File: src/rtl/uart_pkg.sv
// Shared UART definitions: frame geometry, idle line level and the
// transmitter state encoding. The SoC-side decoder imports this too.
package uart_pkg;

  // Data bits per frame (LSB first on the wire).
  localparam int UART_DATA_BITS = 8;

  // Width of the bit index that walks the data bits.
  localparam int UART_BIT_IDX_W = $clog2(UART_DATA_BITS);

  // Level of the serial line between frames; also the stop-bit level.
  localparam logic UART_IDLE_LEVEL = 1'b1;

  // Transmitter frame states.
  typedef enum logic [1:0] {
    IDLE  = 2'd0,
    START = 2'd1,
    DATA  = 2'd2,
    STOP  = 2'd3
  } uart_state_e;

endpackage

File: src/rtl/sync_fifo.sv
// Single-clock FIFO with first-word-fall-through head output.
// Full/empty come from the occupancy count so that wrapped pointers
// never make a full buffer look empty. A push into a full FIFO is
// dropped even if a pop happens on the same edge.
module sync_fifo #(
  parameter int WIDTH = 8,
  parameter int DEPTH = 16
) (
  input  logic                     clock,
  input  logic                     reset,
  input  logic                     push,
  input  logic [WIDTH-1:0]         push_data,
  input  logic                     pop,
  output logic [WIDTH-1:0]         head,
  output logic                     full,
  output logic                     empty,
  output logic [$clog2(DEPTH):0]   level
);

  localparam int AW = $clog2(DEPTH);
  localparam int LW = AW + 1;
  localparam logic [LW-1:0] LEVEL_FULL = LW'(DEPTH);

  logic [WIDTH-1:0] mem [DEPTH];
  logic [AW-1:0]    wr_ptr_reg;
  logic [AW-1:0]    rd_ptr_reg;
  logic [LW-1:0]    level_reg;
  logic             push_ok;
  logic             pop_ok;

  assign full    = (level_reg == LEVEL_FULL);
  assign empty   = (level_reg == '0);
  assign push_ok = push && !full;
  assign pop_ok  = pop && !empty;
  assign head    = mem[rd_ptr_reg];
  assign level   = level_reg;

  // Storage write; contents need no reset because occupancy gates reads.
  always_ff @(posedge clock) begin
    if (push_ok) begin
      mem[wr_ptr_reg] <= push_data;
    end
  end

  // Pointer and occupancy tracking; pointers wrap modulo DEPTH.
  always_ff @(posedge clock or posedge reset) begin
    if (reset) begin
      wr_ptr_reg <= '0;
      rd_ptr_reg <= '0;
      level_reg  <= '0;
    end else begin
      if (push_ok) begin
        wr_ptr_reg <= wr_ptr_reg + 1'b1;
      end
      if (pop_ok) begin
        rd_ptr_reg <= rd_ptr_reg + 1'b1;
      end
      case ({push_ok, pop_ok})
        2'b10:   level_reg <= level_reg + 1'b1;
        2'b01:   level_reg <= level_reg - 1'b1;
        default: level_reg <= level_reg;
      endcase
    end
  end

endmodule

File: src/rtl/uart_tx_stim.sv
// Host-side UART transmitter driving the SoC's externalPins_uart_rx.
// Bytes enter through a valid/ready FIFO and leave as 8N1/8N2 frames,
// LSB first. Frames are chained with no idle gap while data is queued;
// the line rests at the idle level otherwise.
module uart_tx_stim
  import uart_pkg::*;
#(
  parameter int CLKS_PER_BIT = 868,
  parameter int FIFO_DEPTH   = 16,
  parameter int STOP_BITS    = 1
) (
  input  logic                          clock,
  input  logic                          reset,
  input  logic                          in_valid,
  input  logic [7:0]                    in_data,
  output logic                          in_ready,
  output logic                          tx,
  output logic                          busy,
  output logic                          tx_done,
  output logic [$clog2(FIFO_DEPTH):0]   fifo_level
);

  // The counter must reach the end of the longest cell, the stop period.
  localparam int BAUD_W = $clog2(CLKS_PER_BIT * STOP_BITS);
  localparam logic [BAUD_W-1:0] BIT_LAST  = BAUD_W'(CLKS_PER_BIT - 1);
  localparam logic [BAUD_W-1:0] STOP_LAST = BAUD_W'(STOP_BITS * CLKS_PER_BIT - 1);
  localparam logic [UART_BIT_IDX_W-1:0] LAST_BIT_IDX = UART_BIT_IDX_W'(UART_DATA_BITS - 1);

  uart_state_e                 state_reg,   state_next;
  logic [BAUD_W-1:0]           baud_reg,    baud_next;
  logic [UART_BIT_IDX_W-1:0]   bit_idx_reg, bit_idx_next;
  logic [UART_DATA_BITS-1:0]   shift_reg,   shift_next;
  logic                        tx_reg,      tx_next;
  logic                        tx_done_reg, tx_done_next;

  logic                        fifo_push;
  logic                        fifo_pop;
  logic                        fifo_full;
  logic                        fifo_empty;
  logic [UART_DATA_BITS-1:0]   fifo_head;
  logic                        bit_end;
  logic                        stop_end;

  // Ready is withheld during reset so nothing is pushed into a FIFO that
  // is being cleared.
  assign in_ready  = !fifo_full && !reset;
  assign fifo_push = in_valid && in_ready;

  sync_fifo #(
    .WIDTH (UART_DATA_BITS),
    .DEPTH (FIFO_DEPTH)
  ) u_fifo (
    .clock     (clock),
    .reset     (reset),
    .push      (fifo_push),
    .push_data (in_data),
    .pop       (fifo_pop),
    .head      (fifo_head),
    .full      (fifo_full),
    .empty     (fifo_empty),
    .level     (fifo_level)
  );

  assign bit_end  = (baud_reg == BIT_LAST);
  assign stop_end = (baud_reg == STOP_LAST);

  // Frame sequencing. tx_next is the line level for the coming cycle, so
  // the line changes on the same edge as the state it belongs to.
  always_comb begin
    state_next   = state_reg;
    baud_next    = baud_reg;
    bit_idx_next = bit_idx_reg;
    shift_next   = shift_reg;
    tx_next      = tx_reg;
    tx_done_next = 1'b0;
    fifo_pop     = 1'b0;

    case (state_reg)
      IDLE: begin
        tx_next = UART_IDLE_LEVEL;
        if (!fifo_empty) begin
          fifo_pop     = 1'b1;
          shift_next   = fifo_head;
          baud_next    = '0;
          bit_idx_next = '0;
          tx_next      = 1'b0;
          state_next   = START;
        end
      end

      START: begin
        if (bit_end) begin
          baud_next    = '0;
          bit_idx_next = '0;
          tx_next      = shift_reg[0];
          state_next   = DATA;
        end else begin
          baud_next = baud_reg + 1'b1;
        end
      end

      DATA: begin
        if (bit_end) begin
          baud_next  = '0;
          shift_next = {1'b0, shift_reg[UART_DATA_BITS-1:1]};
          if (bit_idx_reg == LAST_BIT_IDX) begin
            tx_next    = UART_IDLE_LEVEL;
            state_next = STOP;
          end else begin
            bit_idx_next = bit_idx_reg + 1'b1;
            // Next bit to send is the one that lands in shift[0].
            tx_next      = shift_reg[1];
          end
        end else begin
          baud_next = baud_reg + 1'b1;
        end
      end

      STOP: begin
        if (stop_end) begin
          tx_done_next = 1'b1;
          baud_next    = '0;
          if (!fifo_empty) begin
            // Chain straight into the next start bit, no idle cycle.
            fifo_pop     = 1'b1;
            shift_next   = fifo_head;
            bit_idx_next = '0;
            tx_next      = 1'b0;
            state_next   = START;
          end else begin
            tx_next    = UART_IDLE_LEVEL;
            state_next = IDLE;
          end
        end else begin
          baud_next = baud_reg + 1'b1;
        end
      end

      default: begin
        tx_next    = UART_IDLE_LEVEL;
        state_next = IDLE;
      end
    endcase
  end

  // State registers; reset abandons any frame and parks the line idle.
  always_ff @(posedge clock or posedge reset) begin
    if (reset) begin
      state_reg   <= IDLE;
      baud_reg    <= '0;
      bit_idx_reg <= '0;
      shift_reg   <= '0;
      tx_reg      <= UART_IDLE_LEVEL;
      tx_done_reg <= 1'b0;
    end else begin
      state_reg   <= state_next;
      baud_reg    <= baud_next;
      bit_idx_reg <= bit_idx_next;
      shift_reg   <= shift_next;
      tx_reg      <= tx_next;
      tx_done_reg <= tx_done_next;
    end
  end

  assign tx      = tx_reg;
  assign tx_done = tx_done_reg;
  assign busy    = (state_reg != IDLE) || (fifo_level != '0);

endmodule

File: config.mk
export PLATFORM = sky130hd
export DESIGN_NAME = uart_tx_stim
export DESIGN_NICKNAME = d
export VERILOG_FILES = /design/src/rtl/uart_pkg.sv /design/src/rtl/sync_fifo.sv /design/src/rtl/uart_tx_stim.sv
export SDC_FILE = /design/constraint.sdc
export NUM_CORES = 1
export LEC_CHECK = 0
export CORE_ASPECT_RATIO = 0.5
export CORE_MARGIN = 5
export CORE_UTILIZATION = 49
export DETAILED_ROUTE_END_ITERATION = 7
export PLACE_DENSITY = 0.74
export SYNTH_ARGS = -nofsm -noshare
export SYNTH_HDL_FRONTEND = slang
export SYNTH_HIERARCHICAL = 1
export SYNTH_SLANG_ARGS = --single-unit
File: constraint.sdc
create_clock -name clock -period 7.64 [get_ports clock]
set_input_delay 1.146 -clock clock [delete_from_list [all_inputs] [get_ports clock]]
set_output_delay 1.146 -clock clock [all_outputs]
set_load 0.1 [all_outputs]
==> results of run 1 <==
cell type report:
| type | instances | area, sq um | area share |
|---|---|---|---|
| repair buffers | 21 | 205 | 0.0250 |
| clock buffers | 17 | 425 | 0.0518 |
| flip-flops and latches | 166 | 4800 | 0.585 |
| well taps | 198 | 248 | 0.0302 |
| inverters | 15 | 56.3 | 0.00686 |
| multi-input cells | 269 | 2260 | 0.275 |
| clock inverters | 15 | 219 | 0.0267 |
stage by stage:
stage	setup slack (ps)	hold WS (ps)	area (sq um)	total power [mW]	cells
final	3620	506	8210	2.29	701
after global routing	3540	522	8210	2.37	701
after CTS	3610	509	8210	2.30	701
after detailed placement	3610	494	7560	1.38	669
after global placement	3640	480	7560	1.37	669
after floorplan	2950	469	7280	1.30	473
metal layers:
| layer | up-vias | share of wire | track usage |
|---|---|---|---|
| li1 | 1842 | - | - |
| met1 | 2115 | 0.42 | 0.236 |
| met2 | 204 | 0.47 | 0.287 |
| met3 | 29 | 0.082 | 0.0442 |
| met4 | 0 | 0.024 | 0.0699 |
| met5 | - | 0 | 0 |
worst paths after layout:
kind / start / end / depth (start not counted)
max in group asynchronous: reset / baud_reg[2]$_DFFE_PP0P_ / 2
min: shift_reg[4]$_DFFE_PP0P_ / shift_reg[4]$_DFFE_PP0P_ / 1
min reg2reg: shift_reg[4]$_DFFE_PP0P_ / shift_reg[4]$_DFFE_PP0P_ / 1
min in group asynchronous: reset / u_fifo/level[4]$_DFFE_PP0P_ / 2
max: reset / in_ready / 3
max reg2reg: baud_reg[0]$_DFFE_PP0P_ / u_fifo/level[4]$_DFFE_PP0P_ / 14
cell families after synthesis:
group | after synthesis
buffers and inverters | 38
DFF | 166
AOI/OAI and AO/OA | 76
muxes | 66
and+or+nand+nor | 98
adders and majority gates | 18
xor gates and xnor gates | 11
worst reg2reg max path: stages, from the launching register on:
cell and delay (ps):
dfrtp_1 440, ha_1 290, nand2b_4 70, and4b_1 400
and2_2 200, o21a_1 100, nor2b_1 390, ha_1 320
inv_1 100, fa_1 400, nor2b_1 120, o21ai_0 120
nand3_1 100, or3b_1 370, xnor2_1 130
layout by cell type (no fill, tap or decap), drive strengths merged, types with 14 or more instances in the layout:
cell type,instances
o21ai,27
clkbuf,17
nand2,28
edfxtp,128
mux4,16
a21oi,14
nor2,19
clkdlybuf4s50,19
mux2i,25
inv,24
dfrtp,37
mux2,25
ha,17
power breakdown:
part           switching (mW)  total (mW)  internal (mW)
Combinational           0.205       0.290         0.0848
Sequential             0.0478        1.08           1.03
Clock                   0.411       0.921          0.510
Total                   0.664        2.29           1.63
==> results by group, run 1 <==
Layout
  • Synthesis-to-layout area growth: 12.7%
  • Nets@finish: 519
  • Diode count: 0
  • Utilization of the core after routing: 0.566
  • Share of layout cells above drive strength 1: 0.177
  • Max reg flops: 128
  • Filler instances: 1,081

STA
  • Hold Fails Final Rpt: 0
  • Min Tclk post-route: 4020 ps
  • Setup Skew: 9.65 ps
  • Slew Viols, Final: 0
  • # setup viols final: 0
  • Actual slew at the worst max-slew pin: 1350 ps
  • Fin crit share: 0.527
  • Slew HR: 0.0951
  • Setup tns final: 0 ps
  • RSZ-0062 raised after global routing: false
  • Fmax achieved: 249 MHz

Place
  • Port bufs: 19
  • Routability cong.: 0.888
  • DP HPWL: 9.05 mm

Synthesis
  • Post-Syn Area: 7280 sq um
  • Cells after Synth: 473
  • Mapped Avg Cell Area: 15.4 sq um
  • Adder-cell share of the synthesized area: 0.0320
  • Synth async-reset ratio: 0.229
  • Leading cell type by number of instances after synthesis: edfxtp_1
  • Commonest cells in the netlist: edfxtp_1 (128), dfrtp_1 (37), nand2_1 (27), o21ai_0 (27), mux2i_1 (25)
  • Synth Area in Compound Gates: 0.0689
  • Mux cell area share after synthesis: 0.123
  • Synth top area share: 0.528
  • Simple-gate share of the synthesized area: 0.0727
  • Synth Flop Type: edfxtp_1
  • Post-synth EDFFs: 128
  • Main combinational cell family by area after synthesis: multiplexers
  • Synth area leaders: edfxtp_1 (53%), dfrtp_1 (13%), mux4_2 (4.9%), mux2_2 (3.7%), mux2i_1 (3.4%)
  • Cell taking the most area after synthesis: edfxtp_1
  • Post-synthesis sequential area ratio: 0.659
  • Synth Warn #: 6
  • Post-Synth XOR/XNOR Area: 0.0132
  • Yosys reg bits: 166
  • Unique masters post-synth: 60
  • Syn_nets: 502

Route
  • Post-route ant nets: 0
  • DR pass1 iterations: 5
  • DRT Wirelength: 14.7 mm
  • DRC viols: 0
  • Vias per cell: 5.98
  • Vias: 4,190
  • DR iter-0 viols: 463
  • DR WL/cell: 21.0 um

Worst hold path
  • Hold crit path type: flop to flop

Worst setup path
  • Slowest cell on the critical path: clkdlybuf4s50_1
  • Critical Path AT: 2880 ps
  • CP endpoint kind: output port
  • Req. time, crit path: 6490 ps
  • Crit path cell chain: clkdlybuf4s50_1, nor2_1, clkdlybuf4s50_1
  • Critical Path Start Type: primary input
  • CP delay by family, top: buffers and inverters
  • Worst Path Buf+Inv: 2
  • Worst stage delay on the critical path: 1140 ps
  • CP Class: primary input to output port
  • Reg-to-reg setup timing slack: 3970 ps
  • Crit-path most repeated cell: clkdlybuf4s50_1
  • Worst-path maximum fanout: 3

Clock tree
  • Clock Sink Count: 166
  • CTS max path bufs: 2
  • Clk root buf: clkbuf_16
  • H-tree Lvls: 4
  • Setup Buffers After CTS: 0
  • Worst-path clk slew: 70 ps
  • Cts hold-fix bufs: 0
  • CTS Buf Count: 17
  • Clock Latency Late Sink: 430 ps
  • Post_cts resized: 0
  • CTS tree: yes

Floorplanning
  • I/O pins: 20
  • Starting Density: 0.502
  • Full die area: 17,500 sq um
  • Die Y-Extent: 96.2 um
  • Core box area: 14,500 sq um
  • Core Rows: 31
  • DIE WIDTH: 182 um

Pwr
  • Leak: 3.09 nW
  • Pwr per Cell Area: 279 nW/um^2
  • Peak supply drop: 134 uV

Global route
  • Number of global-route vias before repair: 4,082
  • GR Overflow Total: 0
  • Gr usage total: 0.178
  • First-pass GRT wire length: 23.3 mm
  • Largest net degree at the start of global routing: 52
  • Initial antenna violation count: 0

Status
  • Status: completed

Run
  • Max-cap viol count: 0
Note: power is estimated with default switching activity, not from simulation.
==> run 2: changes to the inputs <==
Settings changed: PLACE_DENSITY 0.74 to 0.76.
Clock period 7.64 ns to 3.3 ns, I/O delays scaled along.
==> results by group, run 2 (synthesized netlist as in run 1, its figures left out) <==
Status
  • Status: completed

Layout
  • Commonest non-fill, non-tap cell in the layout: edfxtp_1
  • Synthesis-to-layout area growth: 14.6%
  • Filler instances: 1,104 (+2.1%)
  • Diode count: 0 (unchanged)
  • Share of layout cells above drive strength 1: 0.244 (+0.0669)
  • Nets@finish: 541 (+4.2%)
  • Max reg flops: 128 (unchanged)
  • Commonest non-fill, non-tap cells in the layout: edfxtp_1 (128), dfrtp_1 (30), buf_4 (30)
  • Post-Layout Cell Count: 723 (+3.1%)

Run
  • Max-cap viol count: 0 (unchanged)

Place
  • Placed insts: 691 (+3.3%)
  • Pre-CTS setup slack: 137 ps (-3470 ps)
  • Routability cong.: 0.845 (-4.8%)
  • Port bufs: 19 (unchanged)
  • DP HPWL: 9.34 mm (+3.2%)

Floorplanning
  • Full die area: 17,500 sq um (unchanged)
  • Die Y-Extent: 96.2 um (unchanged)
  • Starting Density: 0.502 (unchanged)
  • I/O pins: 20 (unchanged)
  • Core Rows: 31 (unchanged)
  • DIE WIDTH: 182 um (unchanged)
  • Core box area: 14,500 sq um (unchanged)

Global route
  • Number of global-route vias before repair: 4,118 (+0.88%)
  • Largest net degree at the start of global routing: 28 (-46%)
  • GR Overflow Total: 0 (unchanged)
  • First-pass GRT wire length: 23.1 mm (-0.77%)
  • Gr usage total: 0.177 (-0.000497)
  • Initial antenna violation count: 0 (unchanged)

STA
  • Actual slew at the worst max-slew pin: 963 ps (-384 ps)
  • RSZ-0062 raised after global routing: false
  • Setup tns final: 0 ps (unchanged)
  • Hold Slack: 502 ps (-4.17 ps)
  • Fmax achieved: 327 MHz
  • Slew Viols, Final: 0 (unchanged)
  • Slew HR: 0.356 (+0.261)
  • # setup viols final: 0 (unchanged)
  • Hold Fails Final Rpt: 0 (unchanged)
  • Setup Skew: 9.94 ps (+0.298 ps)
  • Min Tclk post-route: 3060 ps
  • Fin crit share: 0.928
  • Final setup margin: 238 ps (-3380 ps)

Pwr
  • Peak supply drop: 352 uV (+160%)
  • Pwr per Cell Area: 615 nW/um^2 (+120%)
  • Net Switching: 1.45 mW (+120%)
  • Pint: 3.68 mW (+130%)
  • Clk network pwr share: 0.373 (-0.029)
  • Switching share of power: 0.283 (-0.00676)
  • Seq pwr share: 0.492 (+0.021)
  • Total power: 5.13 mW (+120%)
  • Leak: 3.17 nW (+2.6%)
  • Logic pwr share: 0.135 (+0.008)

Route
  • Post-route ant nets: 0 (unchanged)
  • DRT Wirelength: 14.6 mm (-0.94%)
  • Vias per cell: 5.76 (-3.6%)
  • DR iter-0 viols: 350 (-24%)
  • Vias: 4,164 (-0.62%)
  • DRC viols: 0 (unchanged)
  • DR WL/cell: 20.2 um (-4.0%)
  • DR pass1 iterations: 5 (unchanged)

Worst setup path
  • Beginning of the worst register-to-register path: baud_reg[1]$_DFFE_PP0P_
  • Req. time, crit path: 3610 ps (-2880 ps)
  • CP endpoint kind: flop
  • Slowest cell on the critical path: dfrtp_1
  • CP delay by family, top: simple AND/OR/NAND/NOR gates
  • Worst R2R Path Depth: 14 (unchanged)
  • Critical R2R Capture: u_fifo/level[4]$_DFFE_PP0P_
  • Critical Path AT: 3370 ps (+490 ps)
  • Critical Path Start Type: flop
  • Reg-to-reg setup timing slack: 240 ps (-3730 ps)
  • Worst stage delay on the critical path: 430 ps (-710 ps)
  • Worst Path Buf+Inv: 1 (-1)
  • Crit path cell chain: ha_2, nand2b_4, and4b_1, and2_2, o21a_1, nor2b_2, ha_4, inv_1, fa_1, nor2b_1, o21ai_1, nand3_1, or3b_1, xnor2_1
  • Worst-path maximum fanout: 6 (+3)
  • CP Class: flop to flop

Clock tree
  • CTS tree: yes
  • CTS max path bufs: 2 (unchanged)
  • Worst-path clk slew: 60 ps (about the same)
  • Clk root buf: clkbuf_16
  • CTS Buf Count: 17 (unchanged)
  • H-tree Lvls: 4 (unchanged)
  • Clock Latency Late Sink: 420 ps (about the same)
  • Cts hold-fix bufs: 0 (unchanged)
  • Clock Sink Count: 166 (unchanged)

Worst hold path
  • Cells on Worst Hold Path: 1 (unchanged)
  • Worst Hold End: bit_idx_reg[0]$_DFFE_PP0P_
  • Hold_sp: bit_idx_reg[0]$_DFFE_PP0P_
  • Hold crit path type: flop to flop
==> run 2: cell types whose count changed in the layout (fill, tap and decap cells not counted), sizes merged <==
cell	delta
clkdlybuf4s50	-7
bufinv	-1
clkinvlp	+1
clkinv	-1
buf	+29
clkbuf	+1
==> run 2: area by class of cell <==
cell class	count	area [sq um]	share of cell area
flip-flops and latches	166	4810	0.577
multi-input cells	269	2290	0.275
clock buffers	18	429	0.0514
repair buffers	43	365	0.0438
well taps	198	248	0.0297
clock inverters	14	136	0.0163
inverters	15	56.3	0.00675
==> run 2: stage by stage <==
step | cell area (sq um) | utilization
final | 8340 | 0.575
after global routing | 8340 | 0.575
after CTS | 8340 | 0.575
after detailed placement | 7770 | 0.536
after global placement | 7770 | 0.536
after floorplan | 7330 | -
==> run 2: power groups by stage <==
| stage | registers, mW | clock network, mW | logic, mW |
|---|---|---|---|
| after CTS | 2.52 | 1.95 | 0.699 |
| after global routing | 2.54 | 2.04 | 0.750 |
| after floorplan | 2.72 | 0 | 0.321 |
| final | 2.52 | 1.91 | 0.694 |
| after global placement | 2.55 | 0 | 0.689 |
| after detailed placement | 2.56 | 0 | 0.697 |
==> run 2: routing by layer <==
metal,up-vias,track usage,part of all wire
met5,-,0,0
met1,2098,0.232,0.43
li1,1890,-,-
met4,0,0.0574,0.010
met3,15,0.0529,0.074
met2,161,0.290,0.48
==> run 2: worst max path at each step <==
stage	startpoint	to	slack, ps	depth (start not counted)
after global placement	baud_reg[0]$_DFFE_PP0P_	u_fifo/level[4]$_DFFE_PP0P_	250	14
after floorplan	u_fifo/level[2]$_DFFE_PP0P_	u_fifo/level[4]$_DFFE_PP0P_	30	16
final	baud_reg[1]$_DFFE_PP0P_	u_fifo/level[4]$_DFFE_PP0P_	240	14
after CTS	baud_reg[0]$_DFFE_PP0P_	u_fifo/level[4]$_DFFE_PP0P_	100	14
after global routing	baud_reg[1]$_DFFE_PP0P_	u_fifo/level[4]$_DFFE_PP0P_	20	14
after detailed placement	baud_reg[0]$_DFFE_PP0P_	u_fifo/level[4]$_DFFE_PP0P_	140	14
==> run 2: worst reg2reg max path, stage by stage (launching register included) <==
cell	delay (ps)
dfrtp_1	430
ha_2	270
nand2b_4	60
and4b_1	280
and2_2	160
o21a_1	100
nor2b_2	210
ha_4	190
inv_1	70
fa_1	400
nor2b_1	130
o21ai_1	90
nand3_1	80
or3b_1	360
xnor2_1	130
==> run 2: repair_timing <==
action                                  in CTS  in global routing
gates resized for setup                      0                  3
buffers inserted                             0                  0
endpoints found under the setup margin       0                  1
==> run 3: changes to the inputs <==
Settings changed: HOLD_SLACK_MARGIN from default to 0.1, TNS_END_PERCENT from default to 1.
==> results of run 3 <==
The final DEF is identical to that of run 2; final timing and power are the same.
